`src/rtl/lcd_arb_pkg.sv`:
```
// lcd_arb_pkg: shared FSM states, source ids and PS/2 constants for the LCD write arbiter
package lcd_arb_pkg;
    typedef enum logic [1:0] {ST_IDLE, ST_ISSUE, ST_GAP} state_t;
    localparam logic SRC_KBD = 1'b0;
    localparam logic SRC_CPU = 1'b1;
    localparam logic [7:0] PS2_BREAK = 8'hF0;
endpackage

```
`src/rtl/lcd_write_arbiter_if.sv`:
```
// lcd_write_arbiter_if: keyboard, processor and LCD signals of the arbiter
//   master: drives kbd_valid/kbd_data and cpu_wr_en/cpu_wr_data
//   master: observes cpu_ready, lcd_wr_en/lcd_wr_data, grant_src and kbd_overflow
//   slave:  the arbiter side of the same signals
interface lcd_write_arbiter_if;
    logic        kbd_valid;
    logic [7:0]  kbd_data;
    logic        cpu_wr_en;
    logic [31:0] cpu_wr_data;
    logic        cpu_ready;
    logic        lcd_wr_en;
    logic [7:0]  lcd_wr_data;
    logic        grant_src;
    logic        kbd_overflow;
    modport master (
        output kbd_valid, kbd_data, cpu_wr_en, cpu_wr_data,
        input  cpu_ready, lcd_wr_en, lcd_wr_data, grant_src, kbd_overflow
    );
    modport slave (
        input  kbd_valid, kbd_data, cpu_wr_en, cpu_wr_data,
        output cpu_ready, lcd_wr_en, lcd_wr_data, grant_src, kbd_overflow
    );
endinterface

```
`src/rtl/lcd_arb_fifo.sv`:
```
// lcd_arb_fifo: synchronous FIFO buffering keyboard bytes
//   in:  clock, reset, push/push_data, pop
//   out: pop_data (head entry), empty, full
module lcd_arb_fifo #(
    parameter int DEPTH = 8,
    parameter int WIDTH = 8
) (
    input  logic             clock,
    input  logic             reset,
    input  logic             push,
    input  logic [WIDTH-1:0] push_data,
    input  logic             pop,
    output logic [WIDTH-1:0] pop_data,
    output logic             empty,
    output logic             full
);
    localparam int AW = $clog2(DEPTH);
    logic [WIDTH-1:0] mem_q [DEPTH];
    logic [AW:0] wr_q, wr_d, rd_q, rd_d;
    logic do_push, do_pop;
    // The pointers carry one extra MSB, so equal pointers mean empty and
    // pointers differing only in that MSB mean full.
    always_comb begin
        empty = wr_q == rd_q;
        full = (wr_q ^ rd_q) == {1'b1, {AW{1'b0}}};
        do_pop = pop && !empty;
        do_push = push && (!full || do_pop);
        wr_d = wr_q + {{AW{1'b0}}, do_push};
        rd_d = rd_q + {{AW{1'b0}}, do_pop};
        pop_data = mem_q[rd_q[AW-1:0]];
    end
    always_ff @(posedge clock) begin
        if (reset) begin
            wr_q <= '0;
            rd_q <= '0;
        end else begin
            wr_q <= wr_d;
            rd_q <= rd_d;
        end
        if (do_push) mem_q[wr_q[AW-1:0]] <= push_data;
    end
endmodule

```
`src/rtl/lcd_write_arbiter.sv`:
```
// lcd_write_arbiter: shares the LCD controller between the processor and the PS/2 keyboard echo
//   in:  clock, reset (sync, active high)
//   bus: kbd_valid/kbd_data, cpu_wr_en/cpu_wr_data in; cpu_ready, lcd_wr_en/lcd_wr_data,
//        grant_src, kbd_overflow out
module lcd_write_arbiter
    import lcd_arb_pkg::*;
#(
    parameter int FIFO_DEPTH = 8,
    parameter int GAP_CYCLES = 64,
    parameter bit DROP_BREAK = 1'b1
) (
    input logic clock,
    input logic reset,
    lcd_write_arbiter_if.slave bus
);
    localparam int CW = GAP_CYCLES > 1 ? $clog2(GAP_CYCLES) : 1;
    localparam logic [CW-1:0] GAP_LAST = CW'(GAP_CYCLES - 1);
    state_t state_q, state_d;
    logic [CW-1:0] cnt_q, cnt_d;
    logic hold_valid_q, hold_valid_d;
    logic [7:0] hold_data_q, hold_data_d;
    logic skip_q, skip_d;
    logic overflow_q, overflow_d;
    logic lcd_wr_en_q, lcd_wr_en_d;
    logic [7:0] lcd_wr_data_q, lcd_wr_data_d;
    logic grant_q, grant_d;
    logic push, pop, start, winner, accept;
    logic fifo_empty, fifo_full;
    logic [7:0] fifo_data;
    logic unused_cpu_hi;
    assign unused_cpu_hi = ^bus.cpu_wr_data[31:8];
    lcd_arb_fifo #(.DEPTH(FIFO_DEPTH), .WIDTH(8)) u_fifo (
        .clock(clock),
        .reset(reset),
        .push(push),
        .push_data(bus.kbd_data),
        .pop(pop),
        .pop_data(fifo_data),
        .empty(fifo_empty),
        .full(fifo_full)
    );
    always_comb begin
        // A break code and the byte following it never reach the FIFO.
        push = bus.kbd_valid && !(DROP_BREAK && (skip_q || bus.kbd_data == PS2_BREAK));
        skip_d = DROP_BREAK && bus.kbd_valid ? !skip_q && bus.kbd_data == PS2_BREAK : skip_q;
        // grant_q doubles as last_grant: on a tie the other source wins.
        winner = !fifo_empty && hold_valid_q ? !grant_q : hold_valid_q;
        start = state_q == ST_IDLE && (!fifo_empty || hold_valid_q);
        pop = start && winner == SRC_KBD;
        overflow_d = overflow_q || (push && fifo_full && !pop);
        accept = bus.cpu_wr_en && !hold_valid_q;
        hold_valid_d = accept ? 1'b1 : start && winner == SRC_CPU ? 1'b0 : hold_valid_q;
        hold_data_d = accept ? bus.cpu_wr_data[7:0] : hold_data_q;
        state_d = state_q;
        cnt_d = cnt_q;
        lcd_wr_en_d = 1'b0;
        lcd_wr_data_d = lcd_wr_data_q;
        grant_d = grant_q;
        case (state_q)
            ST_IDLE: if (start) begin
                state_d = ST_ISSUE;
                lcd_wr_en_d = 1'b1;
                lcd_wr_data_d = winner == SRC_CPU ? hold_data_q : fifo_data;
                grant_d = winner;
            end
            ST_ISSUE: begin
                state_d = ST_GAP;
                cnt_d = GAP_LAST;
            end
            default: begin
                state_d = cnt_q == '0 ? ST_IDLE : ST_GAP;
                cnt_d = cnt_q == '0 ? cnt_q : cnt_q - 1'b1;
            end
        endcase
    end
    always_ff @(posedge clock) begin
        if (reset) begin
            state_q <= ST_IDLE;
            cnt_q <= '0;
            hold_valid_q <= 1'b0;
            hold_data_q <= '0;
            skip_q <= 1'b0;
            overflow_q <= 1'b0;
            lcd_wr_en_q <= 1'b0;
            lcd_wr_data_q <= '0;
            grant_q <= SRC_KBD;
        end else begin
            state_q <= state_d;
            cnt_q <= cnt_d;
            hold_valid_q <= hold_valid_d;
            hold_data_q <= hold_data_d;
            skip_q <= skip_d;
            overflow_q <= overflow_d;
            lcd_wr_en_q <= lcd_wr_en_d;
            lcd_wr_data_q <= lcd_wr_data_d;
            grant_q <= grant_d;
        end
    end
    assign bus.cpu_ready = !hold_valid_q;
    assign bus.lcd_wr_en = lcd_wr_en_q;
    assign bus.lcd_wr_data = lcd_wr_data_q;
    assign bus.grant_src = grant_q;
    assign bus.kbd_overflow = overflow_q;
endmodule

```
`src/flat_wrapper.sv`:
```
// flat-port wrapper written by rule: the top's interface ports become plain ports
module lcd_write_arbiter_flat import lcd_arb_pkg::*;
#(
    parameter int FIFO_DEPTH = 8,
    parameter int GAP_CYCLES = 64,
    parameter bit DROP_BREAK = 1'b1
)
  (clock, reset, bus_kbd_valid, bus_kbd_data, bus_cpu_wr_en, bus_cpu_wr_data, bus_cpu_ready, bus_lcd_wr_en, bus_lcd_wr_data, bus_grant_src, bus_kbd_overflow);
  lcd_write_arbiter_if bus_i ();
  input logic clock;
  input logic reset;
  input wire logic [$bits(bus_i.kbd_valid)-1:0] bus_kbd_valid;
  input wire logic [$bits(bus_i.kbd_data)-1:0] bus_kbd_data;
  input wire logic [$bits(bus_i.cpu_wr_en)-1:0] bus_cpu_wr_en;
  input wire logic [$bits(bus_i.cpu_wr_data)-1:0] bus_cpu_wr_data;
  output wire logic [$bits(bus_i.cpu_ready)-1:0] bus_cpu_ready;
  output wire logic [$bits(bus_i.lcd_wr_en)-1:0] bus_lcd_wr_en;
  output wire logic [$bits(bus_i.lcd_wr_data)-1:0] bus_lcd_wr_data;
  output wire logic [$bits(bus_i.grant_src)-1:0] bus_grant_src;
  output wire logic [$bits(bus_i.kbd_overflow)-1:0] bus_kbd_overflow;
  assign bus_i.kbd_valid = bus_kbd_valid;
  assign bus_i.kbd_data = bus_kbd_data;
  assign bus_i.cpu_wr_en = bus_cpu_wr_en;
  assign bus_i.cpu_wr_data = bus_cpu_wr_data;
  assign bus_cpu_ready = bus_i.cpu_ready;
  assign bus_lcd_wr_en = bus_i.lcd_wr_en;
  assign bus_lcd_wr_data = bus_i.lcd_wr_data;
  assign bus_grant_src = bus_i.grant_src;
  assign bus_kbd_overflow = bus_i.kbd_overflow;
  lcd_write_arbiter #(.FIFO_DEPTH(FIFO_DEPTH), .GAP_CYCLES(GAP_CYCLES), .DROP_BREAK(DROP_BREAK)) u_core (.clock(clock), .reset(reset), .bus(bus_i));
endmodule
```
`config.mk`:
```
export PLATFORM = sky130hd
export DESIGN_NAME = lcd_write_arbiter_flat
export DESIGN_NICKNAME = d
export VERILOG_FILES = /design/src/rtl/lcd_arb_pkg.sv /design/src/rtl/lcd_write_arbiter_if.sv /design/src/rtl/lcd_arb_fifo.sv /design/src/rtl/lcd_write_arbiter.sv /design/src/flat_wrapper.sv
export SDC_FILE = /design/constraint.sdc
export NUM_CORES = 1
export LEC_CHECK = 0
export ABC_AREA = 1
export CORE_UTILIZATION = 53
export DETAILED_ROUTE_END_ITERATION = 8
export PLACE_DENSITY = 0.77
export SLEW_MARGIN = 20
export SYNTH_ARGS = -nofsm -noshare
export SYNTH_HDL_FRONTEND = slang
export SYNTH_SLANG_ARGS = --single-unit
```
`constraint.sdc`:
```
create_clock -name clock -period 4.2 [get_ports clock]
set_input_delay 0.42 -clock clock [delete_from_list [all_inputs] [get_ports clock]]
set_output_delay 0.42 -clock clock [all_outputs]
set_load 0.02 [all_outputs]
```
==> results.json <==
{
  "status": "finished, final reports clean",
  "grt-ovfl-total": 0,
  "drt-total-wl_um": 8700,
  "ff_latch_area_mm2": 0.00266,
  "cap_violations": 0,
  "yosysSeqAreaShare_pct": 61.3,
  "holdBufCountCts": 0,
  "setup.worst_path.end_class": "flop",
  "path_cells": "inv_4 -> nand2_1 -> nand2_2 -> nor2_2 -> nand2_2 -> o211ai_2 -> a21oi_2 -> inv_2 -> nor2_1",
  "postCtsSetupRepairBufs": 0,
  "initial_core_util_pct": 55.4,
  "cts_resized": 0,
  "avgRoutedWirePerCell_um": 14.4,
  "antenna_cells": 0,
  "startpoint_type": "flop",
  "synth_seq_cells": 101,
  "muxShareOfSynthArea_pct": 0,
  "cts_tree": "done",
  "peakVddDrop_mv": 0.271,
  "multiInputGateArea_mm2": 0.00143,
  "setup_viol": 0,
  "dieArea_mm2": 0.00857,
  "nFillCells": 660,
  "drc": 0,
  "path_max_fanout": 20,
  "clock_tree.buffer_depth": 2,
  "crit_path_frequent_cell": "nand2_2",
  "final.setup_skew_ps": 13.9,
  "antenna_found_initial": 0,
  "min_period_over_period_pct": 69.6,
  "grtUsageTotal_pct": 21.8,
  "dp_hpwl_um": 5710,
  "critical_path_required_ps": 4180,
  "clock.fmax_ghz": 0.342,
  "synth_top_family_by_area": "simple AND/OR/NAND/NOR gates",
  "finalMaxSlewViolations": 0,
  "crit_type": "reg -> reg",
  "drive_above_1_share_pct": 6.94,
  "fp.dieH_um": 92.6,
  "power_density_mw_per_mm2": 558,
  "yosysWarnings": 0,
  "synth_nets": 523,
  "slew_headroom_pct": 38.9,
  "syn_to_final_growth_pct": 12.7,
  "cts_buffers": 9,
  "place.port_buffers": 31,
  "hold_violations": 0,
  "cpPeakStageDelay_ps": 700,
  "worst_pin_slew_ps": 914,
  "grt_setup_unrepaired": "false",
  "arrival_ps": 2900,
  "synthCells": 474,
  "grt_start_max_net_pins": 35,
  "num_rows": 32,
  "yosys.cell_types.count": 28,
  "netlist_area_mm2": 0.00435,
  "synthAdderAreaFrac_pct": 1.44,
  "core-area_mm2": 0.00785,
  "p_leak_nw": 1.91,
  "cts_sinks": 101,
  "critPathBufInv": 2,
  "yosys.area_share.simple_pct": 23.1,
  "insertion_delay_ps": 360,
  "vias": 3156,
  "io_pins": 56,
  "grt_pass1_vias": 3026,
  "dieWidth_um": 92.6,
  "cts-htree-levels": 3,
  "drtIter0Drc": 232,
  "post-route-min-period_ps": 2920,
  "clk_pin_slew_worst_paths_ps": 90,
  "syn_area_per_cell_um2": 9.17,
  "postLayoutCoreUtil_pct": 62.4,
  "gp_congestion": 0.849,
  "synth_compound_area_share_pct": 7.37,
  "viasPerCell": 5.21,
  "dr.pass1.iters": 4,
  "clock-root-buffer": "clkbuf_8",
  "antenna_left": 0,
  "worstHoldPathType": "reg -> reg",
  "nets": 548,
  "worst_path_dominant_cell_family": "simple AND/OR/NAND/NOR gates",
  "finalSetupTns_ps": 0,
  "synth-xor-area-share_pct": 1.01,
  "grt_pass1_wl_um": 14200,
  "cp_slowest_cell": "nor2_1"
}
[per-stage QoR]
step                setup slack [ps]  total power [mW]  cells  hold slack (ps)  instance area, um^2
detailed placement              1310              2.08    590              461                 4680
global route                    1090              2.90    606              508                 4900
global placement                1320              2.05    590              446                 4680
floorplan                       2370              1.88    474              442                 4350
finish                          1280              2.73    606              473                 4900
CTS                             1290              2.73    606              476                 4900
[layout by cell type, fill, tap and decap left out, types with 4 or more instances in the layout]
cell / instances
inv_1: 27
inv_2: 5
nand2_1: 82
nand2_2: 5
a21oi_1: 11
nand4_1: 9
nor2_1: 131
ha_1: 5
xnor2_1: 4
clkbuf_8: 9
o21ai_0: 46
clkdlybuf4s50_1: 31
edfxtp_1: 64
nand3_1: 17
dfxtp_1: 37
[where the power goes]
group          switching (mW)  internal (mW)
clock                   0.328          0.336
combinational           0.537          0.308
sequential             0.0754           1.15
[final timing paths]
path              depth (start not counted)                         to                    start  slack (ps)
hold reg to reg                           2    u_core.bus.kbd_overflow  u_core.bus.kbd_overflow         470
setup reg to reg                          9  u_core.u_fifo.mem_q[6][3]    u_core.u_fifo.rd_q[1]        1280
setup / recovery                          9  u_core.u_fifo.mem_q[6][3]    u_core.u_fifo.rd_q[1]        1280
hold / removal                            2    u_core.bus.kbd_overflow  u_core.bus.kbd_overflow         470
[worst register-to-register path, delay by kind of cell, from the launching register on]
family | cells | cell delay (ps)
buffers and inverters | 2 | 440
AO/OA/AOI/OAI | 2 | 490
AND/OR/NAND/NOR | 5 | 1010
flip-flops | 1 | 620
[layer usage]
metal | vias to the layer above | routed length (um) | global-route usage (%) | part of all wire [%]
li1 | 1600 | - | - | -
met1 | 1472 | 3820 | 26.4 | 44
met2 | 67 | 4320 | 37.4 | 50
met3 | 17 | 378 | 5.34 | 4.3
met4 | 0 | 177 | 8.46 | 2.0
met5 | - | 0 | 0 | 0
[synth_stat cells]
| library cell | number | area (um^2) |
|---|---|---|
| dfxtp_1 | 37 | 741 |
| nand3_1 | 17 | 85.1 |
| inv_2 | 5 | 18.8 |
| nand3b_2 | 1 | 11.3 |
| o21ai_1 | 1 | 5.00 |
| buf_6 | 3 | 33.8 |
| buf_2 | 6 | 30.0 |
| buf_1 | 2 | 7.51 |
| a21oi_2 | 2 | 17.5 |
| nor2_1 | 131 | 492 |
| dlygate4sd1_1 | 1 | 8.76 |
| buf_4 | 4 | 30.0 |
| edfxtp_1 | 64 | 1920 |
| nor3_1 | 2 | 10.0 |
| nand2_1 | 82 | 308 |
| nand2_2 | 5 | 31.3 |
| xor2_1 | 1 | 8.76 |
| inv_4 | 1 | 6.26 |
| a21oi_1 | 11 | 55.1 |
| nor2_2 | 1 | 6.26 |
| nand4_1 | 9 | 56.3 |
| inv_1 | 27 | 101 |
| o21ai_0 | 46 | 230 |
| or2_2 | 1 | 6.26 |
| o211ai_2 | 1 | 12.5 |
| ha_1 | 5 | 62.6 |
| clkbuf_1 | 4 | 15.0 |
| xnor2_1 | 4 | 35.0 |
[registers in the layout, summed over array words and instances (netlist names), 2 cells and up]
name,cells
u_core.u_fifo.wr_q,4
u_core.state_q,2
u_core.u_fifo.rd_q,4
u_core.bus.lcd_wr_data,8
u_core.cnt_q,6
u_core.hold_data_q,8
u_core.u_fifo.mem_q,64
[logic make-up after synthesis]
family / after synthesis
XOR/XNOR: 5
flip-flops: 101
adder cells (fa/ha/maj): 5
AO/OA/AOI/OAI: 61
buffers and inverters: 53
AND/OR/NAND/NOR: 249
[final cells by class]
class                           count  area share (%)
Clock buffer                       10            2.61
Clock inverter                      6            1.79
Inverter                           33            2.58
Multi-Input combinational cell    320            29.3
Sequential cell                   101            54.4
Tap cell                          102            2.61
Timing Repair Buffer               34            6.80
Power figures use the tool's default switching activity.
